## src/rtl/vga_plot_scheduler_pkg.sv

```systemverilog
// rtl/vga_plot_scheduler_pkg.sv - shared types and screen defaults for the VGA plot scheduler
// Contents: color_t (one 5-bit field per RGB channel), sched_state_t (ARB/CLEAR),
// and the default screen geometry used by the scheduler and its interface.
package vga_pkg;

  localparam int PKG_BITS_PER_CHANNEL = 5;
  localparam int DEFAULT_WIDTH        = 1680 / 5;
  localparam int DEFAULT_HEIGHT       = 1050 / 5;

  typedef logic [2:0][PKG_BITS_PER_CHANNEL-1:0] color_t;

  typedef enum logic {
    ARB   = 1'b0,
    CLEAR = 1'b1
  } sched_state_t;

endpackage

```

## src/rtl/vga_plot_scheduler_if.sv

```systemverilog
// rtl/vga_plot_scheduler_if.sv - request, clear-control and adapter-side signals of the plot scheduler
// Signals:
//   req_valid/req_ready    per-client pixel handshake, transfer when both high
//   req_x/req_y/req_color  per-client pixel coordinates and colour
//   clear_start/clear_color/clear_busy  full-screen clear control and status
//   x/y/color/plot         registered pixel write towards the VGA adapter
// Modports: master = drawing clients side, slave = scheduler side.
interface vga_plot_scheduler_if import vga_pkg::*; #(
  parameter int N_REQ   = 4,
  parameter int WIDTH2  = $clog2(DEFAULT_WIDTH),
  parameter int HEIGHT2 = $clog2(DEFAULT_HEIGHT),
  parameter int COLOR_W = 3 * PKG_BITS_PER_CHANNEL
);

  logic [N_REQ-1:0]               req_valid;
  logic [N_REQ-1:0]               req_ready;
  logic [N_REQ-1:0][WIDTH2-1:0]   req_x;
  logic [N_REQ-1:0][HEIGHT2-1:0]  req_y;
  logic [N_REQ-1:0][COLOR_W-1:0]  req_color;

  logic                           clear_start;
  logic [COLOR_W-1:0]             clear_color;
  logic                           clear_busy;

  logic [WIDTH2-1:0]              x;
  logic [HEIGHT2-1:0]             y;
  logic [COLOR_W-1:0]             color;
  logic                           plot;

  modport master (
    output req_valid, req_x, req_y, req_color, clear_start, clear_color,
    input  req_ready, clear_busy, x, y, color, plot
  );

  modport slave (
    input  req_valid, req_x, req_y, req_color, clear_start, clear_color,
    output req_ready, clear_busy, x, y, color, plot
  );

endinterface

```

## src/rtl/vga_plot_scheduler_rr_arbiter.sv

```systemverilog
// rtl/vga_plot_scheduler_rr_arbiter.sv - round-robin arbiter with a registered rotation pointer
// Ports:
//   clk50  in   clock
//   reset  in   synchronous active-high reset, clears the pointer
//   req    in   N request lines
//   en     in   arbitration enable; no grant and no pointer movement when low
//   grant  out  one-hot grant, combinational from req, en and the pointer
module rr_arbiter #(
  parameter int N = 4
) (
  input  logic         clk50,
  input  logic         reset,
  input  logic [N-1:0] req,
  input  logic         en,
  output logic [N-1:0] grant
);

  localparam int PW = (N > 1) ? $clog2(N) : 1;
  localparam logic [PW-1:0] LAST_IDX = PW'(N - 1);

  logic [PW-1:0] rr_ptr;
  logic [PW-1:0] grant_idx;
  logic [PW-1:0] cand;
  logic          found;

  // Walk the candidates starting at rr_ptr, wrapping at N-1 explicitly so a
  // non-power-of-two N never visits indices beyond the last requester.
  always_comb begin
    grant     = '0;
    grant_idx = '0;
    found     = 1'b0;
    cand      = rr_ptr;
    for (int i = 0; i < N; i++) begin
      if (!found && en && req[cand]) begin
        found       = 1'b1;
        grant[cand] = 1'b1;
        grant_idx   = cand;
      end
      cand = (cand == LAST_IDX) ? '0 : cand + 1'b1;
    end
  end

  always_ff @(posedge clk50) begin
    if (reset) begin
      rr_ptr <= '0;
    end else if (found) begin
      rr_ptr <= (grant_idx == LAST_IDX) ? '0 : grant_idx + 1'b1;
    end
  end

endmodule

```

## src/rtl/vga_plot_scheduler.sv

```systemverilog
// rtl/vga_plot_scheduler.sv - round-robin share of the VGA pixel-write port plus full-screen clear
// Ports:
//   clk50  in   board clock, all logic on its rising edge
//   reset  in   synchronous active-high reset
//   bus    slave modport of vga_plot_scheduler_if:
//            req_* in / req_ready out  client pixel handshake
//            clear_start/clear_color in, clear_busy out
//            x/y/color/plot out        registered adapter write, one pixel per cycle max
module vga_plot_scheduler import vga_pkg::*; #(
  parameter int N_REQ            = 4,
  parameter int BITS_PER_CHANNEL = PKG_BITS_PER_CHANNEL,
  parameter int WIDTH            = DEFAULT_WIDTH,
  parameter int HEIGHT           = DEFAULT_HEIGHT,
  parameter int WIDTH2           = $clog2(WIDTH),
  parameter int HEIGHT2          = $clog2(HEIGHT)
) (
  input  logic                 clk50,
  input  logic                 reset,
  vga_plot_scheduler_if.slave  bus
);

  localparam int CW = 3 * BITS_PER_CHANNEL;
  localparam logic [WIDTH2-1:0]  X_LAST = WIDTH2'(WIDTH - 1);
  localparam logic [HEIGHT2-1:0] Y_LAST = HEIGHT2'(HEIGHT - 1);

  sched_state_t       state;
  logic               busy_q;
  logic [WIDTH2-1:0]  sweep_x;
  logic [HEIGHT2-1:0] sweep_y;
  logic [CW-1:0]      clear_col;

  logic [WIDTH2-1:0]  x_q;
  logic [HEIGHT2-1:0] y_q;
  logic [CW-1:0]      color_q;
  logic               plot_q;

  logic               arb_en;
  logic [N_REQ-1:0]   grant;
  logic               g_any;
  logic               g_in_range;
  logic [WIDTH2-1:0]  gx;
  logic [HEIGHT2-1:0] gy;
  logic [CW-1:0]      gc;

  // A pending clear_start wins the cycle outright; reset also suppresses
  // grants so req_ready reads zero while reset is held.
  assign arb_en = !reset && (state == ARB) && !bus.clear_start;

  rr_arbiter #(
    .N (N_REQ)
  ) u_arb (
    .clk50 (clk50),
    .reset (reset),
    .req   (bus.req_valid),
    .en    (arb_en),
    .grant (grant)
  );

  assign bus.req_ready = grant;

  // One-hot grant, so OR-ing the masked client fields selects the winner.
  always_comb begin
    gx = '0;
    gy = '0;
    gc = '0;
    for (int i = 0; i < N_REQ; i++) begin
      if (grant[i]) begin
        gx = gx | bus.req_x[i];
        gy = gy | bus.req_y[i];
        gc = gc | bus.req_color[i];
      end
    end
    g_any      = |grant;
    g_in_range = (gx <= X_LAST) && (gy <= Y_LAST);
  end

  always_ff @(posedge clk50) begin
    if (reset) begin
      state     <= ARB;
      busy_q    <= 1'b0;
      sweep_x   <= '0;
      sweep_y   <= '0;
      clear_col <= '0;
      x_q       <= '0;
      y_q       <= '0;
      color_q   <= '0;
      plot_q    <= 1'b0;
    end else begin
      case (state)
        ARB: begin
          if (bus.clear_start) begin
            clear_col <= bus.clear_color;
            sweep_x   <= '0;
            sweep_y   <= '0;
            state     <= CLEAR;
            busy_q    <= 1'b1;
            plot_q    <= 1'b0;
          end else if (g_any && g_in_range) begin
            x_q     <= gx;
            y_q     <= gy;
            color_q <= gc;
            plot_q  <= 1'b1;
          end else begin
            // Off-screen pixels are consumed but never reach the adapter;
            // x/y/color keep their previous values.
            plot_q <= 1'b0;
          end
        end

        CLEAR: begin
          x_q     <= sweep_x;
          y_q     <= sweep_y;
          color_q <= clear_col;
          plot_q  <= 1'b1;
          if (sweep_x == X_LAST) begin
            sweep_x <= '0;
            if (sweep_y == Y_LAST) begin
              // This cycle issues the bottom-right pixel; arbitration resumes next.
              state  <= ARB;
              busy_q <= 1'b0;
            end else begin
              sweep_y <= sweep_y + 1'b1;
            end
          end else begin
            sweep_x <= sweep_x + 1'b1;
          end
        end

        default: begin
          state  <= ARB;
          busy_q <= 1'b0;
          plot_q <= 1'b0;
        end
      endcase
    end
  end

  assign bus.x          = x_q;
  assign bus.y          = y_q;
  assign bus.color      = color_q;
  assign bus.plot       = plot_q;
  assign bus.clear_busy = busy_q;

endmodule

```

## src/flat_wrapper.sv

```systemverilog
// flat-port wrapper written by rule: the top's interface ports become plain ports
module vga_plot_scheduler_flat import vga_pkg::*;
#(
  parameter int N_REQ            = 4,
  parameter int BITS_PER_CHANNEL = PKG_BITS_PER_CHANNEL,
  parameter int WIDTH            = DEFAULT_WIDTH,
  parameter int HEIGHT           = DEFAULT_HEIGHT,
  parameter int WIDTH2           = $clog2(WIDTH),
  parameter int HEIGHT2          = $clog2(HEIGHT)
)
  (clk50, reset, bus_req_valid, bus_req_x, bus_req_y, bus_req_color, bus_clear_start, bus_clear_color, bus_req_ready, bus_clear_busy, bus_x, bus_y, bus_color, bus_plot);
  vga_plot_scheduler_if #(.N_REQ(N_REQ), .WIDTH2(WIDTH2), .HEIGHT2(HEIGHT2), .COLOR_W((15))) bus_i ();
  input  logic clk50;
  input  logic reset;
  input wire logic [$bits(bus_i.req_valid)-1:0] bus_req_valid;
  input wire logic [$bits(bus_i.req_x)-1:0] bus_req_x;
  input wire logic [$bits(bus_i.req_y)-1:0] bus_req_y;
  input wire logic [$bits(bus_i.req_color)-1:0] bus_req_color;
  input wire logic [$bits(bus_i.clear_start)-1:0] bus_clear_start;
  input wire logic [$bits(bus_i.clear_color)-1:0] bus_clear_color;
  output wire logic [$bits(bus_i.req_ready)-1:0] bus_req_ready;
  output wire logic [$bits(bus_i.clear_busy)-1:0] bus_clear_busy;
  output wire logic [$bits(bus_i.x)-1:0] bus_x;
  output wire logic [$bits(bus_i.y)-1:0] bus_y;
  output wire logic [$bits(bus_i.color)-1:0] bus_color;
  output wire logic [$bits(bus_i.plot)-1:0] bus_plot;
  assign bus_i.req_valid = bus_req_valid;
  assign bus_i.req_x = bus_req_x;
  assign bus_i.req_y = bus_req_y;
  assign bus_i.req_color = bus_req_color;
  assign bus_i.clear_start = bus_clear_start;
  assign bus_i.clear_color = bus_clear_color;
  assign bus_req_ready = bus_i.req_ready;
  assign bus_clear_busy = bus_i.clear_busy;
  assign bus_x = bus_i.x;
  assign bus_y = bus_i.y;
  assign bus_color = bus_i.color;
  assign bus_plot = bus_i.plot;
  vga_plot_scheduler #(.N_REQ(N_REQ), .BITS_PER_CHANNEL(BITS_PER_CHANNEL), .WIDTH(WIDTH), .HEIGHT(HEIGHT), .WIDTH2(WIDTH2), .HEIGHT2(HEIGHT2)) u_core (.clk50(clk50), .reset(reset), .bus(bus_i));
endmodule
```

## config.mk

```make
export PLATFORM = sky130hd
export DESIGN_NAME = vga_plot_scheduler_flat
export DESIGN_NICKNAME = d
export VERILOG_FILES = /design/src/rtl/vga_plot_scheduler_pkg.sv /design/src/rtl/vga_plot_scheduler_if.sv /design/src/rtl/vga_plot_scheduler_rr_arbiter.sv /design/src/rtl/vga_plot_scheduler.sv /design/src/flat_wrapper.sv
export SDC_FILE = /design/constraint.sdc
export NUM_CORES = 1
export LEC_CHECK = 0
export ABC_AREA = 1
export BUFFER_PORTS_ARGS = -buffer_cell sky130_fd_sc_hd__buf_2
export CAP_MARGIN = 0
export CORE_UTILIZATION = 45
export DETAILED_ROUTE_END_ITERATION = 10
export GPL_TIMING_DRIVEN = 1
export HOLD_SLACK_MARGIN = 0.03
export PLACE_DENSITY = 0.86
export SYNTH_ARGS = -nofsm -noshare
export SYNTH_HDL_FRONTEND = slang
export SYNTH_SLANG_ARGS = --single-unit
```

## constraint.sdc

```tcl
create_clock -name clk50 -period 8.75 [get_ports clk50]
set_input_delay 0.875 -clock clk50 [delete_from_list [all_inputs] [get_ports clk50]]
set_output_delay 0.875 -clock clk50 [all_outputs]
set_load 0.01 [all_outputs]
```

==> summary.txt, run 1 <==
Placement
  – GPL Wtd Cong: 0.969
  – Placement-stage cell area: 5480 sq um
  – Placed cells: 981
  – Number of port buffers: 187
  – Post-detail-place hpwl: 9670 um

Global routing
  – Vias in the first global route: roughly 4500
  – First-pass GRT wire length: approximately 21000 um
  – Total GRT Usage: 24.9%
  – Initial antenna violation count: 0
  – Congestion Overflow GR: 0
  – Largest net degree at the start of global routing: 66

Clock network
  – Clock sinks: 69
  – Setup Buffers After CTS: 0
  – CTS buffer count: 9
  – Worst-Skew Late Latency: 340 ps
  – Reg clk slew, reported paths: 70 ps
  – Post-CTS sizing: 0
  – Root buf cell: clkbuf_8
  – Hold_buf cts: 0
  – H-tree level count: 3
  – CTS tree: yes
  – Max clock buf depth: 2

Synth
  – Syn Inst Count: 699
  – Library cells used by synthesis: just over 40
  – Yosys synthesis warning count: 0
  – Number of synthesized flops with an enable pin: 0
  – Syn Std Cell Area: ~4600 sq um
  – Synthesized area per cell: between 6 and 7 sq um
  – Synthesized flop and latch total: 69
  – Mapped Nets: about 860
  – Async SR Flop Fraction: 0%
  – Ys flop type: dfxtp_1
  – Register area share after synthesis: about 30%

Drt
  – Initial DRC count: 335
  – WL per Instance: ~13 um
  – Via density: 5.13
  – Drt total wl: between 10000 and 15000 um
  – DR vias: approximately 5000
  – DRC Markers: 0
  – Antenna Nets Post-Route: 0
  – Pre-Repair DR Iteration Count: 4

Setup path
  – Reg2reg start: u_core.u_arb.rr_ptr[0]$_SDFFE_PP0P_
  – Worst r2r dst: u_core.bus.color[12]$_SDFFE_PP0P_
  – Top cell by count, worst path: nand2_1
  – R2R cell count: 21
  – Worst Path Max Fanout: 65
  – Critical path arrival: 4500 ps
  – Crit path launch type: primary input
  – Crit-path slowest cell: inv_2
  – Critical Path Max Stage Delay: around 660 ps
  – Critical Path, Cell by Cell: buf_2, inv_2, nand2_4, inv_4, nand2_1, nor2_1, nand4_1, nand2_2, nand2_1, nand2_1, nor2_1, nand3_1, nand2_1, nand2_1, nand2_1, nand2_2, buf_4, nand3_1, nand2_1, nor2_1
  – Reg2Reg Setup Slack: 4670 ps
  – Crit end category: register
  – Worst path required time: 8980 ps
  – Kind of critical path: primary input to register

Timing
  – Layout Skew: 8.30 ps
  – Max Slew Vio Count: 0
  – Tcrit/Tclk final: 48.8%
  – Slew HR: between 30% and 40%
  – Setup violations, final: 0
  – F_max: 0.234 GHz
  – Unrepaired setup endpoints after global routing: no
  – Worst-margin pin slew: 913 ps
  – Endpoints failing hold: 0
  – Fin crit period: around 4300 ps
  – Setup TNS: 0 ps
  – Final hold slack: about 460 ps

Hold path
  – WHS Endpoint: u_core.clear_col[12]$_SDFFE_PP0P_
  – Hold wc startpoint: u_core.clear_col[12]$_SDFFE_PP0P_
  – Min-Delay Path Depth: 2
  – HP Class: register to register

Finish
  – Design area: 5660 sq um
  – Nets: 1018
  – Finished Layout Cells: roughly 1000
  – Layout Area Growth over Synthesis: 23.4%
  – Share of cells above drive strength 1: 28.0%
  – N_diodes: 0

Power
  – PwrDens: ~250 nW/um^2
  – Max IR drop VDD: ~0.00013 V
  – Leakage: between 2 and 3 nW

Job
  – Max cap viols: 0

Floorplanning
  – Core area: 9820 sq um
  – Row Count: 36
  – I/O pins: 188
  – Die X-Extent: 103 um
  – Initial Util: 46.7%
  – Die height: between 100 and 150 um
  – DIE AREA: 10600 sq um

Status
  – Status: finished, final reports clean
==> critical path, delay by kind of cell <==
family	cells	cell delay, ps
simple gates	16	2140
buf+inv	4	1440
==> per-stage QoR <==
stage / utilization, % / setup slack [ps] / power, W
final: 57.6 / 4480 / 0.00143
after global routing: 57.6 / 4070 / 0.00155
after CTS: 57.6 / 4520 / 0.00143
after global placement: 55.8 / 4280 / 0.00117
after detailed placement: 55.8 / 4190 / 0.00118
after floorplan: - / 5700 / 0.00101
==> cell families after synthesis <==
| kind of cell | after synthesis | share of synthesized area (%) |
|---|---|---|
| AOI/OAI and AO/OA | 172 | 22.7 |
| xor gates and xnor gates | 7 | 1.34 |
| DFF | 69 | 30.1 |
| adders and majority gates | 9 | 2.46 |
| and+or+nand+nor | 300 | 29.9 |
| buffers and inverters | 142 | 13.5 |
==> area by class of cell <==
type                    count  area (sq um)
flip-flops and latches     69          1380
clock buffers              12           145
well taps                 133           166
multi-input cells         488          2590
repair buffers            189           951
clock inverters             2          35.0
inverters                 102           393
fillers                   961          4160
==> registers in the layout, indices dropped and copies added, names as in the netlist <==
register               flops
u_core.bus.color          15
u_core.clear_col          15
u_core.bus.x               9
u_core.sweep_x             9
u_core.bus.y               8
u_core.sweep_y             8
u_core.u_arb.rr_ptr        2
u_core.bus.clear_busy      1
u_core.bus.plot            1
u_core.state               1
==> per-layer routing <==
| metal | part of all wire, % | global-route usage [%] |
|---|---|---|
| met1 | 44 | 34.7 |
| met2 | 48 | 38.9 |
| met3 | 6.3 | 4.27 |
| met4 | 2.3 | 8.78 |
| met5 | 0 | 0 |
==> cells in the final DEF (no fill, tap or decap), types with 2 or more instances in the layout <==
cell | Yosys | layout
o22ai_1 | 7 | 7
inv_2 | 2 | 3
clkbuf_1 | 21 | 2
inv_1 | 97 | 96
clkbuf_8 | 0 | 10
nor2_2 | 2 | 2
nand3_2 | 16 | 16
nor4_1 | 2 | 2
buf_2 | 4 | 187
ha_1 | 9 | 9
o221ai_1 | 14 | 14
dfxtp_1 | 69 | 69
o211ai_1 | 7 | 7
buf_4 | 3 | 2
xor2_1 | 6 | 6
a21oi_1 | 79 | 79
nand2_2 | 12 | 13
nand3_1 | 37 | 37
nand2_1 | 144 | 143
o21bai_1 | 2 | 2
nor2_1 | 63 | 63
o21ai_0 | 35 | 35
nand4_1 | 7 | 7
nor3b_1 | 2 | 2
nor3_1 | 12 | 12
a22o_1 | 21 | 21
==> cell usage after synthesis, types with 2 or more instances <==
cell type	n	area (sq um)
xor2_1	6	52.6
nor2_2	2	12.5
o21bai_1	2	15.0
o221ai_1	14	123
a22o_1	21	184
buf_4	3	22.5
buf_2	4	20.0
nand2_2	12	75.1
nor2_1	63	236
nand2_1	144	541
nor3_1	12	60.1
nor3b_1	2	15.0
inv_1	97	364
dfxtp_1	69	1380
buf_1	4	15.0
o22ai_1	7	43.8
a21oi_1	79	395
clkbuf_1	21	78.8
nand3_2	16	160
nand3_1	37	185
buf_6	8	90.1
ha_1	9	113
o21ai_0	35	175
nor4_1	2	12.5
o211ai_1	7	52.6
nand4_1	7	43.8
inv_2	2	7.51
==> where the power goes <==
| part | leakage (nW) | total, W | switching [W] | internal (W) |
|---|---|---|---|---|
| clock | 0.0923 | 0.000247 | 0.000111 | 0.000136 |
| combinational | 2.16 | 0.000749 | 0.000471 | 0.000278 |
| sequential | 0.568 | 0.000435 | 0.0000492 | 0.000386 |
==> worst max-delay path by stage <==
stage,startpoint,end
final,reset,u_core.bus.color[12]$_SDFFE_PP0P_
after floorplan,u_core.u_arb.rr_ptr[0]$_SDFFE_PP0P_,bus_req_ready[2]
after global routing,reset,u_core.bus.x[6]$_SDFFE_PP0P_
after global placement,reset,u_core.bus.color[4]$_SDFFE_PP0P_
after CTS,reset,u_core.bus.color[4]$_SDFFE_PP0P_
after detailed placement,reset,u_core.bus.x[2]$_SDFFE_PP0P_
(Power assumes the default switching activity.)
==> run 2, diff against run 1 <==
clock period = 4.2 ns   (was 8.75 ns; I/O delays follow)
==> summary.txt, run 2 (synthesis gave the netlist of run 1 again) <==
Drt
  – Pre-Repair DR Iteration Count: 5 (+1)
  – Antenna Nets Post-Route: 0 (unchanged)
  – Via density: 5.15 (+0.40%)
  – WL per Instance: 13.5 um (+2.0%)
  – DRC Markers: 0 (unchanged)
  – Initial DRC count: 316 (-5.7%)
  – DR vias: 5153 (+0.90%)
  – Drt total wl: 13500 um (+2.5%)

Job
  – Max cap viols: 0 (unchanged)

Floorplanning
  – Row Count: 36 (unchanged)
  – Initial Util: 46.7% (unchanged)
  – I/O pins: 188 (unchanged)
  – Die height: 103 um (unchanged)
  – Core area: 9820 sq um (unchanged)
  – DIE AREA: 10600 sq um (unchanged)
  – Die X-Extent: 103 um (unchanged)

Finish
  – Most common cell after layout, fill and taps aside: buf_2
  – Fill cells: 1009 (+5.0%)
  – Commonest non-fill, non-tap cells in the layout: buf_2, nand2_1, inv_1
  – Share of cells above drive strength 1: 28.5% (+0.53 points)
  – Area occupied by multi-input gates: 2590 sq um (unchanged)
  – Nets: 1022 (+0.39%)
  – Layout Area Growth over Synthesis: 25.1%
  – Core occupancy in the finished layout: 58.4% (+0.78 points)
  – Reg area: 1380 sq um (unchanged)
  – N_diodes: 0 (unchanged)

Global routing
  – M3 GR Usage: 4.81% (+0.54 points)
  – Congestion Overflow GR: 0 (unchanged)
  – Busiest grt layer: met2
  – Total GRT Usage: 25.4% (+0.48 points)
  – First-pass GRT wire length: 21100 um (+0.99%)
  – Initial antenna violation count: 0 (unchanged)
  – GR met2 Demand/Resource: 40.7% (+1.8 points)
  – Largest net degree at the start of global routing: 66 (unchanged)
  – Met1 usage: 34.9% (+0.22 points)
  – Vias in the first global route: 4430 (-0.98%)

Timing
  – Max Slew Vio Count: 0 (unchanged)
  – Unrepaired setup endpoints after global routing: no
  – F_max: approximately 0.28 GHz
  – Worst-margin pin slew: 962 ps (+48.6 ps)
  – Worst setup margin: 670 ps (-3810 ps)
  – Tcrit/Tclk final: 84.1%
  – Fin crit period: ~3500 ps
  – Layout Skew: 5.70 ps (-2.60 ps)
  – Endpoints failing hold: 0 (unchanged)
  – Setup violations, final: 0 (unchanged)
  – Setup TNS: 0 ps (unchanged)
  – Slew HR: 35.8% (-3.2 points)

Clock network
  – Clock sinks: 69 (unchanged)
  – Worst-Skew Late Latency: 350 ps (about the same)
  – CTS buffer count: 9 (unchanged)
  – CTS tree: yes
  – Max clock buf depth: 2 (unchanged)
  – H-tree level count: 3 (unchanged)
  – Post-CTS sizing: 0 (unchanged)
  – Root buf cell: clkbuf_8
  – Reg clk slew, reported paths: 70 ps (about the same)
  – Hold_buf cts: 0 (unchanged)
  – Setup Buffers After CTS: 0 (unchanged)

Power
  – PnR Total Power: 0.00309 W (+120%)
  – Max IR drop VDD: 0.000308 V (+140%)
  – Leakage: 2.86 nW (+1.4%)
  – PwrDens: 539 nW/um^2 (+110%)

Setup path
  – Crit path launch type: register
  – Crit end category: register
  – Critical path arrival: 3810 ps (-690 ps)
  – Kind of critical path: register to register
  – Worst Path Max Fanout: 19 (-71%)
  – Worst path required time: 4480 ps (-4500 ps)

Placement
  – Post-detail-place hpwl: 10000 um (+3.5%)
  – Setup WS pre-CTS: 756 ps (-3440 ps)
  – GPL Wtd Cong: 0.927 (-4.3%)
  – Number of port buffers: 187 (unchanged)

Status
  – Status: finished, final reports clean

Hold path
  – HP Class: primary input to register
[run 2: metrics by stage]
step | hold slack, ps | area (sq um) | instances
finish | 294 | 5740 | 1000
global route | 293 | 5740 | 1000
CTS | 282 | 5740 | 1000
detailed placement | 447 | 5520 | 985
global placement | 441 | 5520 | 985
floorplan | 430 | 4590 | 699
[run 2: layout make-up]
class	count	area share (%)
tap	133	2.90
inverter	102	6.85
sequential	69	24.1
multi-input combinational	488	45.1
clock buffer	11	2.47
clock inverter	4	1.27
timing repair buffer	193	17.3
[run 2: where the power goes]
part           total [W]  leakage [nW]  switching [W]  internal, W
clock           0.000596         0.105       0.000249     0.000347
sequential      0.000896         0.568      0.0000935     0.000803
combinational    0.00160          2.19       0.000995     0.000605
total            0.00309          2.86        0.00134      0.00175
[run 2: routing by layer]
layer | vias to the layer above | part of all wire [%]
li1 | 2627 | -
met2 | 170 | 48
met3 | 17 | 6.0
met1 | 2339 | 45
met5 | - | 0
met4 | 0 | 1.3
[run 2: worst paths after layout]
| path | startpoint | end | slack, ps | depth (start not counted) |
|---|---|---|---|---|
| worst max-delay path | u_core.u_arb.rr_ptr[0]$_SDFFE_PP0P_ | u_core.bus.x[1]$_SDFFE_PP0P_ | 670 | 13 |
| worst min-delay path | bus_clear_color[1] | u_core.clear_col[1]$_SDFFE_PP0P_ | 290 | 3 |
| worst max register to register | u_core.u_arb.rr_ptr[0]$_SDFFE_PP0P_ | u_core.bus.x[1]$_SDFFE_PP0P_ | 670 | 13 |
| worst min register to register | u_core.clear_col[7]$_SDFFE_PP0P_ | u_core.clear_col[7]$_SDFFE_PP0P_ | 460 | 2 |
[run 2: critical path, cell delays in order, from the launching register on]
cell and delay [ps]:
dfxtp_1 660, inv_8 100, ha_1 430, inv_1 150, nand3_2 90, nand2_2 100
nand3_1 170, nor3_1 190, nor2_1 70, nand2_2 270, clkinv_1 600, o221ai_1 420
a21oi_1 70, nor2_1 130
==> run 3, diff against run 2 <==
clock period = 3.6 ns   (was 4.2 ns; I/O delays follow)
==> summary.txt, run 3 (synthesis gave the netlist of run 1 again) <==
Status
  – Status: finished, final reports clean

Placement
  – Placed cells: 989 (+0.41%)
  – GPL Wtd Cong: 0.910 (-1.8%)
  – Post-detail-place hpwl: 9990 um (-0.17%)
  – Number of port buffers: 187 (unchanged)

Timing
  – Fin crit period: 3220 ps (-313 ps)
  – F_max: 0.311 GHz (+9.7%)
  – Max Slew Vio Count: 0 (unchanged)
  – Layout Skew: 9.61 ps (+3.91 ps)
  – Final hold slack: 232 ps (-62.0 ps)
  – Worst-margin pin slew: 869 ps (-92.5 ps)
  – Unrepaired setup endpoints after global routing: no
  – Tcrit/Tclk final: 89.4% (+5.3 points)
  – Setup violations, final: 0 (unchanged)
  – Setup TNS: 0 ps (unchanged)
  – Endpoints failing hold: 0 (unchanged)
  – Slew HR: 42.0% (+6.2 points)

Clock network
  – Hold_buf cts: 0 (unchanged)
  – CTS tree: yes
  – CTS buffer count: 9 (unchanged)
  – Root buf cell: clkbuf_8
  – Max clock buf depth: 2 (unchanged)
  – Reg clk slew, reported paths: 70 ps (about the same)
  – H-tree level count: 3 (unchanged)
  – Clock sinks: 69 (unchanged)
  – Worst-Skew Late Latency: 360 ps (about the same)
  – Setup Buffers After CTS: 0 (unchanged)

Setup path
  – Critical Path, Cell by Cell: inv_1, ha_4, inv_1, nand3_2, nand2_2, nand3_1, nor3_1, nor2_1, nand2_4, nand2_1, nand2_1, nor2_1, nand2_1, nand2_1, nand2_1, a21oi_1, nand2_2, buf_12, a21oi_1, nor2_1
  – Worst path required time: 3850 ps (-630 ps)
  – Crit path launch type: register
  – Reg2reg start: u_core.u_arb.rr_ptr[1]$_SDFFE_PP0P_
  – Crit end category: register
  – Critical path arrival: 3470 ps (-340 ps)
  – Top cell by count, worst path: nand2_1
  – Crit-path slowest cell: dfxtp_1
  – Kind of critical path: register to register
  – Critical Path Max Stage Delay: 430 ps (-230 ps)
  – Worst r2r dst: u_core.bus.x[2]$_SDFFE_PP0P_
  – Worst Path Max Fanout: 65 (+46)
  – Reg2Reg Setup Slack: 380 ps (-290 ps)
  – R2R cell count: 20 (+7)

Hold path
  – HP Class: primary input to register
  – Hold wc startpoint: bus_clear_color[4]
  – WHS Endpoint: u_core.clear_col[4]$_SDFFE_PP0P_
  – Min-Delay Path Depth: 3 (unchanged)

Finish
  – Most common cell after layout, fill and taps aside: buf_2
  – Layout Area Growth over Synthesis: 26.2%
  – Nets: 1026 (+0.39%)
  – Share of cells above drive strength 1: 29.0% (+0.56 points)
  – Commonest non-fill, non-tap cells in the layout: buf_2, nand2_1, inv_1
  – Finished Layout Cells: 1004 (+0.40%)
  – N_diodes: 0 (unchanged)

Power
  – Max IR drop VDD: 0.000429 V (+39%)
  – Leakage: 2.89 nW (+0.98%)
  – PwrDens: 628 nW/um^2 (+17%)

Drt
  – Drt total wl: 13500 um (-0.27%)
  – Antenna Nets Post-Route: 0 (unchanged)
  – Initial DRC count: 251 (-21%)
  – WL per Instance: 13.4 um (-0.66%)
  – Pre-Repair DR Iteration Count: 5 (unchanged)
  – DRC Markers: 0 (unchanged)
  – Via density: 5.05 (-2.0%)
  – DR vias: 5069 (-1.6%)

Global routing
  – First-pass GRT wire length: 20900 um (-1.1%)
  – Initial antenna violation count: 0 (unchanged)
  – Largest net degree at the start of global routing: 66 (unchanged)
  – Congestion Overflow GR: 0 (unchanged)
  – Vias in the first global route: 4434 (+0.090%)
  – Total GRT Usage: 25.1% (-0.37 points)

Floorplanning
  – Row Count: 36 (unchanged)
  – DIE AREA: 10600 sq um (unchanged)
  – Die height: 103 um (unchanged)
  – Core area: 9820 sq um (unchanged)
  – Initial Util: 46.7% (unchanged)
  – Die X-Extent: 103 um (unchanged)
  – I/O pins: 188 (unchanged)

Job
  – Max cap viols: 0 (unchanged)
## run 3: cell count changes in the layout (fill, tap and decap cells not counted), sizes merged
cell and delta:
clkbuf -1, buf +4, clkinv +2, clkinvlp -1
## run 3: cell type report
cell class | instances | area (sq um)
well taps | 133 | 166
multi-input cells | 488 | 2610
flip-flops and latches | 69 | 1380
clock buffers | 10 | 138
clock inverters | 5 | 75.1
repair buffers | 197 | 1020
fillers | 1034 | 4030
inverters | 102 | 393
## run 3: layer usage
layer	track usage [%]	wire, um	vias to the layer above	part of all wire, %
li1	-	-	2643	-
met1	33.5	6150	2258	46
met2	40.7	6420	146	48
met3	4.00	618	22	4.6
met4	9.21	270	0	2.0
met5	0	0	-	0
## run 3: worst max path at each step
stage | start | endpoint | slack (ps) | cells after the start
global placement | u_core.u_arb.rr_ptr[1]$_SDFFE_PP0P_ | u_core.bus.color[1]$_SDFFE_PP0P_ | 300 | 20
floorplan | u_core.u_arb.rr_ptr[0]$_SDFFE_PP0P_ | u_core.bus.color[10]$_SDFFE_PP0P_ | 780 | 23
CTS | u_core.u_arb.rr_ptr[1]$_SDFFE_PP0P_ | u_core.bus.color[9]$_SDFFE_PP0P_ | 240 | 20
global route | u_core.u_arb.rr_ptr[1]$_SDFFE_PP0P_ | u_core.bus.color[2]$_SDFFE_PP0P_ | 70 | 21
detailed placement | u_core.u_arb.rr_ptr[1]$_SDFFE_PP0P_ | u_core.bus.color[0]$_SDFFE_PP0P_ | 250 | 20
finish | u_core.u_arb.rr_ptr[1]$_SDFFE_PP0P_ | u_core.bus.x[2]$_SDFFE_PP0P_ | 380 | 20
## run 3: power breakdown
part	internal (W)	total, W	switching, W
clock network	0.000401	0.000694	0.000292
registers	0.000937	0.00105	0.000109
logic	0.000729	0.00190	0.00117
## run 3: metrics by stage
stage	total power, W	cell area [sq um]	util (%)	setup WS [ps]
after detailed placement	0.00293	5550	56.5	255
after floorplan	0.00246	4590	-	781
after CTS	0.00362	5760	58.7	243
after global routing	0.00392	5790	58.9	71.1
final	0.00364	5790	58.9	383
after global placement	0.00290	5550	56.5	296
## run 3: what timing repair did
item                                    CTS  global route
endpoints found under the setup margin    0            32
hold endpoints to repair                  0             0
gates resized for setup                   0             4
## run 3: worst max-delay path, delay by kind of cell (launching register included)
kind / cells / cell delay (ps)
AOI/OAI and AO/OA: 2 / 360
adders and majority gates: 1 / 360
buffers and inverters: 3 / 480
DFF: 1 / 430
and+or+nand+nor: 14 / 1430
